[config.mk]
export PLATFORM = sky130hd
export DESIGN_NAME = d2d_credit_scheduler
export DESIGN_NICKNAME = d
export VERILOG_FILES = /design/src/rtl/d2d_credit_scheduler.sv
export SDC_FILE = /design/constraint.sdc
export NUM_CORES = 1
export LEC_CHECK = 0
export CAP_MARGIN = 10
export CELL_PAD_IN_SITES_DETAIL_PLACEMENT = 1
export CELL_PAD_IN_SITES_GLOBAL_PLACEMENT = 1
export CORE_MARGIN = 2
export CORE_UTILIZATION = 40
export CTS_BUF_LIST = sky130_fd_sc_hd__clkbuf_2 sky130_fd_sc_hd__clkbuf_4 sky130_fd_sc_hd__clkbuf_8
export CTS_CLUSTER_DIAMETER = 150
export DETAILED_ROUTE_END_ITERATION = 8
export DONT_BUFFER_PORTS = 1
export GPL_TIMING_DRIVEN = 0
export PLACE_DENSITY = 0.74
export SKIP_LAST_GASP = 1
export SLEW_MARGIN = 10
export SYNTH_ARGS = -nofsm -noshare
export SYNTH_HDL_FRONTEND = slang
export SYNTH_SLANG_ARGS = --single-unit
[constraint.sdc]
create_clock -name clk -period 2.55 [get_ports clk]
set_input_delay 0.255 -clock clk [delete_from_list [all_inputs] [get_ports clk]]
set_output_delay 0.255 -clock clk [all_outputs]
set_load 0.01 [all_outputs]
[src/rtl/d2d_credit_scheduler.sv]
// Credit-based round-robin scheduler for one die-to-die transmit slot,
// with a link bring-up FSM that reloads all credit pools on link-up.
module d2d_credit_scheduler #(
  parameter int NUM_REQ   = 4,
  parameter int CREDITS   = 8,
  parameter int INIT_WAIT = 16,
  localparam int VW = (NUM_REQ > 1) ? $clog2(NUM_REQ) : 1,
  localparam int CW = $clog2(CREDITS) + 1,
  localparam int IW = $clog2(INIT_WAIT + 1)
) (
  input  logic               clk,
  input  logic               rstn,
  input  logic               link_up,
  input  logic [NUM_REQ-1:0] req,
  output logic [NUM_REQ-1:0] gnt,
  output logic               link_valid,
  output logic [VW-1:0]      link_vc,
  input  logic               cred_ret_valid,
  input  logic [VW-1:0]      cred_ret_vc,
  output logic [NUM_REQ-1:0] credit_avail,
  output logic [1:0]         state,
  output logic               credit_err
);

  typedef enum logic [1:0] {
    DOWN   = 2'd0,
    INIT   = 2'd1,
    ACTIVE = 2'd2
  } state_t;

  localparam logic [CW-1:0] CMAX  = CW'(CREDITS);
  localparam logic [IW-1:0] ILAST = IW'(INIT_WAIT - 1);

  state_t         state_q, state_d;
  logic [IW-1:0]  init_q, init_d;
  logic [CW-1:0]  cnt_q [NUM_REQ];
  logic [CW-1:0]  cnt_d [NUM_REQ];
  logic [VW-1:0]  ptr_q;
  logic [VW-1:0]  win;
  logic           found;
  logic           active_ok;
  logic           do_gnt;
  logic           ret_ok;
  logic           bad_vc;
  logic           err_set;
  logic [NUM_REQ-1:0] elig;

  always_comb begin
    state_d = state_q;
    init_d  = init_q;
    unique case (state_q)
      DOWN: begin
        init_d = '0;
        if (link_up) state_d = INIT;
      end
      INIT: begin
        if (!link_up) state_d = DOWN;
        else if (init_q == ILAST) state_d = ACTIVE;
        else init_d = init_q + 1'b1;
      end
      ACTIVE: begin
        if (!link_up) state_d = DOWN;
      end
      default: state_d = DOWN;
    endcase
  end

  // A link drop in ACTIVE suppresses grants and returns on that same edge.
  assign active_ok = (state_q == ACTIVE) && link_up;
  assign ret_ok    = active_ok && cred_ret_valid;
  assign bad_vc    = int'(cred_ret_vc) >= NUM_REQ;

  always_comb begin
    for (int i = 0; i < NUM_REQ; i++)
      elig[i] = req[i] && (cnt_q[i] != '0);
  end

  always_comb begin
    win   = '0;
    found = 1'b0;
    for (int off = 0; off < NUM_REQ; off++) begin
      if (!found && elig[(int'(ptr_q) + off) % NUM_REQ]) begin
        found = 1'b1;
        win   = VW'((int'(ptr_q) + off) % NUM_REQ);
      end
    end
  end

  assign do_gnt = active_ok && found;

  always_comb begin
    err_set = ret_ok && bad_vc;
    for (int i = 0; i < NUM_REQ; i++) begin
      cnt_d[i] = cnt_q[i];
      if (!active_ok) begin
        cnt_d[i] = CMAX;
      end else begin
        if (ret_ok && !bad_vc && int'(cred_ret_vc) == i) begin
          if (!(do_gnt && int'(win) == i)) begin
            if (cnt_q[i] == CMAX) err_set = 1'b1;
            else cnt_d[i] = cnt_q[i] + 1'b1;
          end
        end else if (do_gnt && int'(win) == i) begin
          cnt_d[i] = cnt_q[i] - 1'b1;
        end
      end
    end
  end

  always_ff @(posedge clk or negedge rstn) begin
    if (!rstn) begin
      state_q    <= DOWN;
      init_q     <= '0;
      ptr_q      <= '0;
      gnt        <= '0;
      link_valid <= 1'b0;
      link_vc    <= '0;
      credit_err <= 1'b0;
      for (int i = 0; i < NUM_REQ; i++) cnt_q[i] <= CMAX;
    end else begin
      state_q    <= state_d;
      init_q     <= init_d;
      link_valid <= do_gnt;
      gnt        <= do_gnt ? (NUM_REQ'(1) << win) : '0;
      link_vc    <= do_gnt ? win : '0;
      if (do_gnt) ptr_q <= VW'((int'(win) + 1) % NUM_REQ);
      if (err_set) credit_err <= 1'b1;
      for (int i = 0; i < NUM_REQ; i++) cnt_q[i] <= cnt_d[i];
    end
  end

  always_comb begin
    for (int i = 0; i < NUM_REQ; i++)
      credit_avail[i] = (cnt_q[i] != '0);
  end

  assign state = state_q;

endmodule

After elaboration in Yosys (flattened, before gate mapping)
Cells that the tools add are included.

word-level totals
  register bits after elaboration = 33
  latch bits = 0
  memory bits (writable) = 0
  memory bits (read-only) = 0
  input port bits = 10
  logic and storage cells = 165
  memories kept = 0

cells by class
  $add $sub $neg = 13
  multipliers = 0
  div/mod/pow operators = 0
  order comparisons = 4
  eq/ne operators = 30
  shifts and indexed selects = 1
  multiplexer cells = 65
  bitwise operators = 3
  reduce and logical (&&, ||, !) cells = 38

operator list
  kind                                                    count
  two-way mux 4 bit                                       21
  two-way mux 1 bit                                       27
  inequality test 3 bit (second input constant)           9
  logical AND 1 bit                                       18
  two-way mux 2 bit                                       9
  AND reduction 3 bit                                     6
  adder 4 x 1 -> 4 bit (second input constant)            4
  equality test 4 bit (second input constant)             4
  nonzero test 4 bit                                      4
  subtractor 4 x 1 -> 4 bit (second input constant)       4
  < comparator 3 x 4 -> 1 bit (second input constant)     3
  inequality test 3 x 1 -> 1 bit (second input constant)  4
  equality test 2 bit (second input constant)             5
  two-way mux 5 bit                                       2
  case mux 5 bit (2 select lines)                         1
  binary-select mux 1 bit (select 2 bit)                  4
  inequality test 2 bit (second input constant)           4
  equality test 2 x 1 -> 1 bit (second input constant)    3
  zero test 2 bit                                         3
  case mux 2 bit (3 select lines)                         1
  OR reduction 2 bit                                      3
  adder 5 x 1 -> 5 bit (second input constant)            1
  equality test 5 x 4 -> 1 bit (second input constant)    1
  adder 2 x 1 -> 2 bit (second input constant)            2
  other kinds (6)                                         11

Logic depth before layout (Yosys ltp)
Gate-level depths: netlist of the first run.

  word-level depth = 31
  gate-level depth with buffers = 10
  depth with buffers taken out = 10

Least setup slack after synthesis of the first run
Ideal clock, no wire load.

  path type = register to register
  start point = register cnt_q[5] in the netlist's numbering
  end point = register cnt_q[14] in the netlist's numbering
  setup time = 132 ps
  arrival = 2584 ps
  required time = 2418 ps
  setup slack = -165 ps
  stages on the path, launching flop included = 11
  clock period less this slack = 2715 ps
  cell sequence = dfrtp_1 > o41ai_1 > o22ai_1 > o21ai_0 > and3_1 > inv_1 > ha_1 > o41ai_4 > mux2i_1 > mux2i_1 > nor2_1

between the ends
  cells in the longest elaborated chain, start to end = 18

RTL lines
  element                                                                                          RTL line     RTL
  start, declared                                                                                  36           logic [CW-1:0] cnt_q [NUM_REQ];
  nonzero test 4 bit *                                                                             75           elig[i] = req[i] && (cnt_q[i] != '0);
  logical AND 1 bit *                                                                              75
  binary-select mux 1 bit (select 2 bit)                                                           82           if (!found && elig[(int'(ptr_q) + off) % NUM_REQ]) begin
  two-way mux 1 bit (not written as such)                                                          82
  two-way mux 1 bit                                                                                82
  zero test 1 bit                                                                                  82
  logical AND 1 bit                                                                                82
  two-way mux 1 bit                                                                                82
  [... 2 more ...]                                                                                 -
  two-way mux 1 bit                                                                                82
  zero test 1 bit                                                                                  82
  logical AND 1 bit                                                                                82
  two-way mux 2 bit / two-way mux 1 bit (equally long branches)                                    82
  zero test 2 bit / logical AND 1 bit (equally long branches)                                      99, 103, 89
  logical AND 1 bit *                                                                              99, 103
  inequality test 3 bit (no source line) / inequality test 3 x 1 -> 1 bit (equally long branches)  -
  AND reduction 3 bit (no source line) *                                                           -

Mark *: on every way between the ends. The rest lies on a longest branch, timed or not. The select of a mux whose other input is x is not followed.
A chain may end at the register's enable or synchronous reset.

Worst setup path after layout of the first run
  start point = register cnt_q[0] in the netlist's numbering
  end point = register cnt_q[0] in the netlist's numbering

between the ends
  cells in the longest elaborated chain, start to end = 18

RTL lines
  element                                                                                          RTL line
  nonzero test 4 bit                                                                               75
  logical AND 1 bit                                                                                75
  binary-select mux 1 bit (select 2 bit)                                                           82
  two-way mux 1 bit (not written as such)                                                          82
  two-way mux 1 bit                                                                                82
  zero test 1 bit                                                                                  82
  logical AND 1 bit                                                                                82
  two-way mux 1 bit                                                                                82
  [... 2 more ...]                                                                                 -
  two-way mux 1 bit                                                                                82
  zero test 1 bit                                                                                  82
  logical AND 1 bit                                                                                82
  two-way mux 2 bit / two-way mux 1 bit (equally long branches)                                    82
  equality test 2 x 1 -> 1 bit / logical AND 1 bit (equally long branches)                         99, 103, 89
  logical AND 1 bit                                                                                99, 103
  inequality test 3 bit (no source line) / inequality test 3 x 1 -> 1 bit (equally long branches)  -
  AND reduction 3 bit (no source line)                                                             -

Several ways; a longest one is shown, not always the timed one. The select of a mux whose other input is x is not followed.

==> results.cfg, run 1 <==
[status]
status = finished with violations
violations = setup timing

[pwr]
seqPwrFrac_pct = 47.6
p_per_area_nw_per_um2 = 362
pwr-share-comb_pct = 15.3
finalPower_mw = 1.11
p_leak_nw = 1.31
swShare_pct = 27.4
clkPwrFrac_pct = 37.1
ir_worst_vdd_mv = 0.232
p_switching_uw = 305
intPower_uw = 809

[die]
die_h_um = 79.6
dieArea_um2 = 6340
initial_core_util_pct = 41.5
die_x_um = 79.6
fp-row-count = 27
core_um2 = 5510
io_pins = 24

[global_route]
antenna_found_initial = 0
grt_max_degree = 34
grt_pass1_wl_um = 10700
grt_pass1_vias = 2091
grt.total_usage_pct = 21.9
grt_overflow_total = 0

[yosys]
synthMuxAreaShare_pct = 3.07
async_reset_ff_share_pct = 100
synthSimpleGateAreaFrac_pct = 19.5
synth_seq_cells = 33
yosys_warnings = 0
syn-num-nets = 257
netlist_area_um2 = 2290
synth.area.top_cells = dfrtp_1 (32%), ha_1 (7.7%), dfstp_2 (4.6%)
synth_fa_ha_area_share_pct = 11.2
synth_cell_types = 53
synth.avg_cell_area_um2 = 9.98
synth_edf_count = 0
netlist_instances = 229
synth_top_flop_cell = dfrtp_1
synth_compound_area_share_pct = 24.1
synth_top_area_cell = dfrtp_1
synth_top_family_by_area = compound AO/OA/AOI/OAI gates
yosysSeqAreaShare_pct = 36.3
yosysTopAreaCellShare_pct = 31.7
synthXorXnorAreaFrac_pct = 3.07

[cells_and_area]
fillers = 587
seqCellArea_um2 = 842
final_nets = 305
final_util_pct = 55.9
multi_input_area_um2 = 1650
synthToLayoutAreaGrowth_pct = 34.6
layout_commonest_cell = buf_4
antenna_cells = 0
drive_gt1_share_pct = 38.5
most-common-layout-cells = buf_4 (40), dfrtp_1 (20), nand2_1 (19)
final_area_um2 = 3080

[timing]
period_minus_slack_ns = 2.72
worst_clock_skew_ns = 0.0102
slew_headroom_pct = 57.3
worst_pin_slew_ns = 0.640
grt_setup_unrepaired = yes
fmax_mhz = 367
hold_violations = 0
drv_slew = 0
setup_viol = 12
fin_ws_ns = -0.172
period_share_pct = 107

[setup_path]
r2r_slack_ns = -0.17
required_ns = 2.71
end_kind = flop
worstSetupStartpointType = flop
worstPathMaxFanout = 6
arrival_ns = 2.88
crit_type = flop to flop

[job]
cap_violations = 0

[clock_network]
clkSlewWorstSetupHoldPaths_ns = 0.08
cts-buffers-inserted = 5
cts_tree = built
cts_buffer_depth = 2
cts.sinks = 33
clockRootBuffer = clkbuf_8
h-tree-depth = 2
clock_latency_ns = 0.29

[placement]
routabilityCongestion = 0.800
dpl_cell_area_um2 = 2390
hpwl_um = 4190
portBuffers = 0
post-place-ws_ns = -0.413

[drt]
firstDrtPassIters = 4
wirelength_um = 7510
wl_per_cell_um = 21.4
drc_errors = 0
vias = 2058
viasPerCell = 5.88
postRouteAntennaNets = 0
drt_iter0_drc = 74

[worst_hold_path]
min_path_type = input port to flop
-- cell usage after synthesis (all sizes together), types with 2 or more instances --
| cell type | number |
|---|---|
| a211oi | 3 |
| a21o | 4 |
| a21oi | 8 |
| a22o | 5 |
| and2 | 3 |
| and3 | 4 |
| and3b | 3 |
| clkbuf | 6 |
| dfrtp | 29 |
| dfstp | 4 |
| fa | 4 |
| ha | 14 |
| inv | 11 |
| mux2i | 7 |
| nand2 | 19 |
| nand2b | 5 |
| nand3 | 10 |
| nand4b | 2 |
| nor2 | 17 |
| nor2b | 3 |
| nor3 | 7 |
| o21a | 2 |
| o21ai | 11 |
| o22ai | 3 |
| o31ai | 4 |
| o32a | 2 |
| o41a | 4 |
| o41ai | 8 |
| or4 | 2 |
| xnor2 | 4 |
| xor2 | 4 |
-- worst max-delay path: stages (launching register included) --
cell and delay, ns:
dfrtp_2 0.43, buf_4 0.14, o41ai_2 0.45, nand3_1 0.23, and3_4 0.26, buf_6 0.13
ha_4 0.17, o41ai_4 0.09, mux2i_2 0.32, buf_4 0.18, xor2_1 0.14, nor2_1 0.05
-- power by group through the flow --
stage / logic [mW] / registers [mW] / clock network (mW)
global route: 0.184 / 0.530 / 0.435
detailed placement: 0.0928 / 0.540 / 0
floorplan: 0.0764 / 0.539 / 0
global placement: 0.0908 / 0.540 / 0
finish: 0.170 / 0.530 / 0.414
CTS: 0.131 / 0.530 / 0.422
-- per-layer routing --
metal | vias to the layer above | share of wire (%) | GRT usage (%)
met3 | 15 | 4.6 | 5.43
met5 | - | 0 | 0
met1 | 1042 | 41 | 26.7
met4 | 0 | 1.8 | 7.41
li1 | 954 | - | -
met2 | 47 | 53 | 37.6
-- state kept, by name, summed over array words and instances (netlist names) --
signal,count
cnt_q,16
credit_err,1
gnt,4
init_q,5
link_valid,1
link_vc,2
ptr_q,2
state,2
-- path summary, 6_finish.rpt --
kind | startpoint | end | cells after the start
setup / recovery | cnt_q[0] | cnt_q[0] | 11
hold / removal | link_up | state[1] | 1
setup reg to reg | cnt_q[0] | cnt_q[0] | 11
hold reg to reg | init_q[4] | init_q[4] | 1
max in group asynchronous | rstn | cnt_q[3] | 2
min in group asynchronous | rstn | ptr_q[1] | 2
-- cells by family after synthesis --
group / count (synthesis)
AO/OA/AOI/OAI: 62
XOR/XNOR: 8
adder cells (fa/ha/maj): 18
buffers and inverters: 17
flip-flops: 33
multiplexers: 7
AND/OR/NAND/NOR: 84
-- area by class of cell --
| class | instances | area share [%] |
|---|---|---|
| well taps | 72 | 2.93 |
| clock buffers | 6 | 2.48 |
| repair buffers | 43 | 11.1 |
| plain buffers | 4 | 0.854 |
| clock inverters | 2 | 0.325 |
| flip-flops and latches | 33 | 27.4 |
| inverters | 11 | 1.42 |
| multi-input cells | 179 | 53.5 |
-- timing repair --
item / in CTS / in global routing
resized for setup: 31 / 34
hold buffers: 2 / 0
endpoints found under the setup margin: 17 / 17
setup buffers: 19 / 23
endpoints found under the hold margin: 33 / 0
pin swaps: 13 / 25
-- stage by stage --
stage	cells	setup TNS (ns)	hold slack [ns]
after floorplan	229	-0.00604	-0.0406
after global placement	301	-4.79	-0.0400
after detailed placement	301	-5.89	-0.0401
after CTS	328	-0.142	0.0974
after global routing	350	-2.59	0.0977
final	350	-0.930	0.103
Note: power is estimated with default switching activity, not from simulation.
==> inputs of run 2 (changes only) <==
--- a/config.mk
+++ b/config.mk
@@ -16,6 +16,7 @@
 export DONT_BUFFER_PORTS = 1
 export GPL_TIMING_DRIVEN = 0
 export PLACE_DENSITY = 0.74
+export RECOVER_POWER = 50
 export SKIP_LAST_GASP = 1
 export SLEW_MARGIN = 10
 export SYNTH_ARGS = -nofsm -noshare
==> run 2 against run 1 <==
The run ends with capacitance limit, slew limit, setup timing left. Via count rose by 0.58%. Die area unchanged. Sequential cell count unchanged. Final area down 0.24%. Total power shrank 0.33%. Sequential power hardly changed. Maximum frequency about the same. Largest power group unchanged. Clock-buffer cell count did not move. Clock skew is essentially flat. Highest routed layer unchanged. Clock power is essentially flat. Critical path depth stayed put. Routed wire length up 0.19%.
==> results.cfg, run 2 (synthesis gave the netlist of run 1 again) <==
[pwr]
swShare_pct = 27.3
ir_worst_vdd_mv = 0.231
seqPwrFrac_pct = 47.7
intPower_uw = 807
pwr-share-comb_pct = 15.1
p_switching_uw = 303
clkPwrFrac_pct = 37.1
p_per_area_nw_per_um2 = 362
p_leak_nw = 1.31

[timing]
hold_violations = 0
period_minus_slack_ns = 2.72
slew_headroom_pct = -4.03
worst_clock_skew_ns = 0.0101
fin_ws_ns = -0.173
fmax_mhz = 367
setup_viol = 12
period_share_pct = 107
whs_ns = 0.105
worst_pin_slew_ns = 1.56
grt_setup_unrepaired = yes
drv_slew = 34
tns_ns = -0.932

[clock_network]
clockRootBuffer = clkbuf_8
clkSlewWorstSetupHoldPaths_ns = 0.08
cts_buffer_depth = 2
cts_tree = built
cts.sinks = 33
h-tree-depth = 2
clock_latency_ns = 0.29
cts-buffers-inserted = 5

[global_route]
grt_pass1_vias = 2091
antenna_found_initial = 0
grt_max_degree = 34
grt_pass1_wl_um = 10700
grt_overflow_total = 0
grt.total_usage_pct = 21.9

[setup_path]
arrival_ns = 2.88
required_ns = 2.71
critPathTopFamily = compound AO/OA/AOI/OAI gates
crit_start = cnt_q[0]
path_cells = buf_4 -> o41ai_2 -> nand3_1 -> and3_4 -> buf_6 -> ha_4 -> o41ai_4 -> mux2i_2 -> buf_4 -> xor2_1 -> nor2_1
crit_type = flop to flop
crit_slowest_cell = o41ai_2
critPathBufInv = 3
worstPathMaxFanout = 6
slowest_delay_ns = 0.45
cp_common_cell = buf_4
end_kind = flop
worstSetupStartpointType = flop
r2r_start = cnt_q[0]

[worst_hold_path]
hold_path_startpoint = link_up
min_path_type = input port to flop

[drt]
wl_per_cell_um = 21.5
firstDrtPassIters = 4
viasPerCell = 5.91
postRouteAntennaNets = 0
route.layer.met1.wl_um = 3060
vias = 2070
drt_iter0_drc = 71
wl_met3_um = 341
wirelength_um = 7520
drc_errors = 0
highest_layer = met4
wl_met2_um = 3980

[die]
die_h_um = 79.6
fp-row-count = 27
core_um2 = 5510
initial_core_util_pct = 41.5
io_pins = 24
dieArea_um2 = 6340
die_x_um = 79.6

[cells_and_area]
synthToLayoutAreaGrowth_pct = 34.3
top_regs = cnt_q: 16 flops, init_q: 5 flops, gnt: 4 flops
most-common-layout-cells = buf_4 (40), dfrtp_1 (20), nand2_1 (19)
layout_commonest_cell = buf_4
top_register = cnt_q
antenna_cells = 0
drive_gt1_share_pct = 38.1
largest_reg_flops = 16
final_nets = 305

[status]
violations = capacitance limit, slew limit, setup timing
status = finished with violations

[placement]
routabilityCongestion = 0.800
hpwl_um = 4190
portBuffers = 0

[job]
cap_violations = 1
## run 2: changes by cell type in the layout (fill, tap and decap cells not counted), sizes merged
| cell | delta |
|---|---|
| buf | -1 |
| dlymetal6s4s | +1 |
## run 2: final cells by class
type	instances	area (µm²)
tap	72	90.1
fill	587	2440
clock buffer	6	76.3
buffer	4	26.3
sequential	33	842
multi-input combinational	179	1650
inverter	11	43.8
timing repair buffer	43	334
clock inverter	2	10.0
## run 2: metal layers
metal  track usage, %  vias to the layer above
met5                0                        -
met1             26.7                     1053
met2             37.6                       46
li1                 -                      956
met3             5.43                       15
met4             7.41                        0
## run 2: final timing paths
| path | cells past startpoint | slack (ns) | end |
|---|---|---|---|
| max | 11 | -0.17 | cnt_q[0] |
| min | 1 | 0.10 | state[1] |
| max reg2reg | 11 | -0.17 | cnt_q[0] |
| min reg2reg | 1 | 0.52 | init_q[4] |
| max in group asynchronous | 2 | 0.48 | cnt_q[12] |
| min in group asynchronous | 2 | 1.01 | ptr_q[1] |
## run 2: power by group through the flow
stage          sequential, mW  clock [mW]  combinational [mW]
2_1_floorplan           0.539           0              0.0764
3_3_place_gp            0.540           0              0.0908
3_5_place_dp            0.540           0              0.0928
4_1_cts                 0.530       0.422               0.131
5_1_grt                 0.530       0.435               0.181
6_report                0.530       0.412               0.168
## run 2: per-stage QoR
stage | util (%) | power [mW] | instance area, µm² | instances | worst slack, ns
6_report | 55.7 | 1.11 | 3070 | 350 | -0.173
5_1_grt | 55.7 | 1.15 | 3070 | 350 | -0.255
4_1_cts | 50.2 | 1.08 | 2770 | 328 | -0.101
3_5_place_dp | 43.5 | 0.633 | 2390 | 301 | -0.413
3_3_place_gp | 43.5 | 0.631 | 2390 | 301 | -0.378
2_1_floorplan | - | 0.616 | 2300 | 229 | -0.00604
## run 2: timing repair
action / 4_1_cts / 5_1_grt
resized for setup: 31 / 34
buffers inserted: 19 / 23
endpoints found under the hold margin: 33 / 0
endpoints found under the setup margin: 17 / 17
pin swaps: 13 / 25
hold buffers: 2 / 0
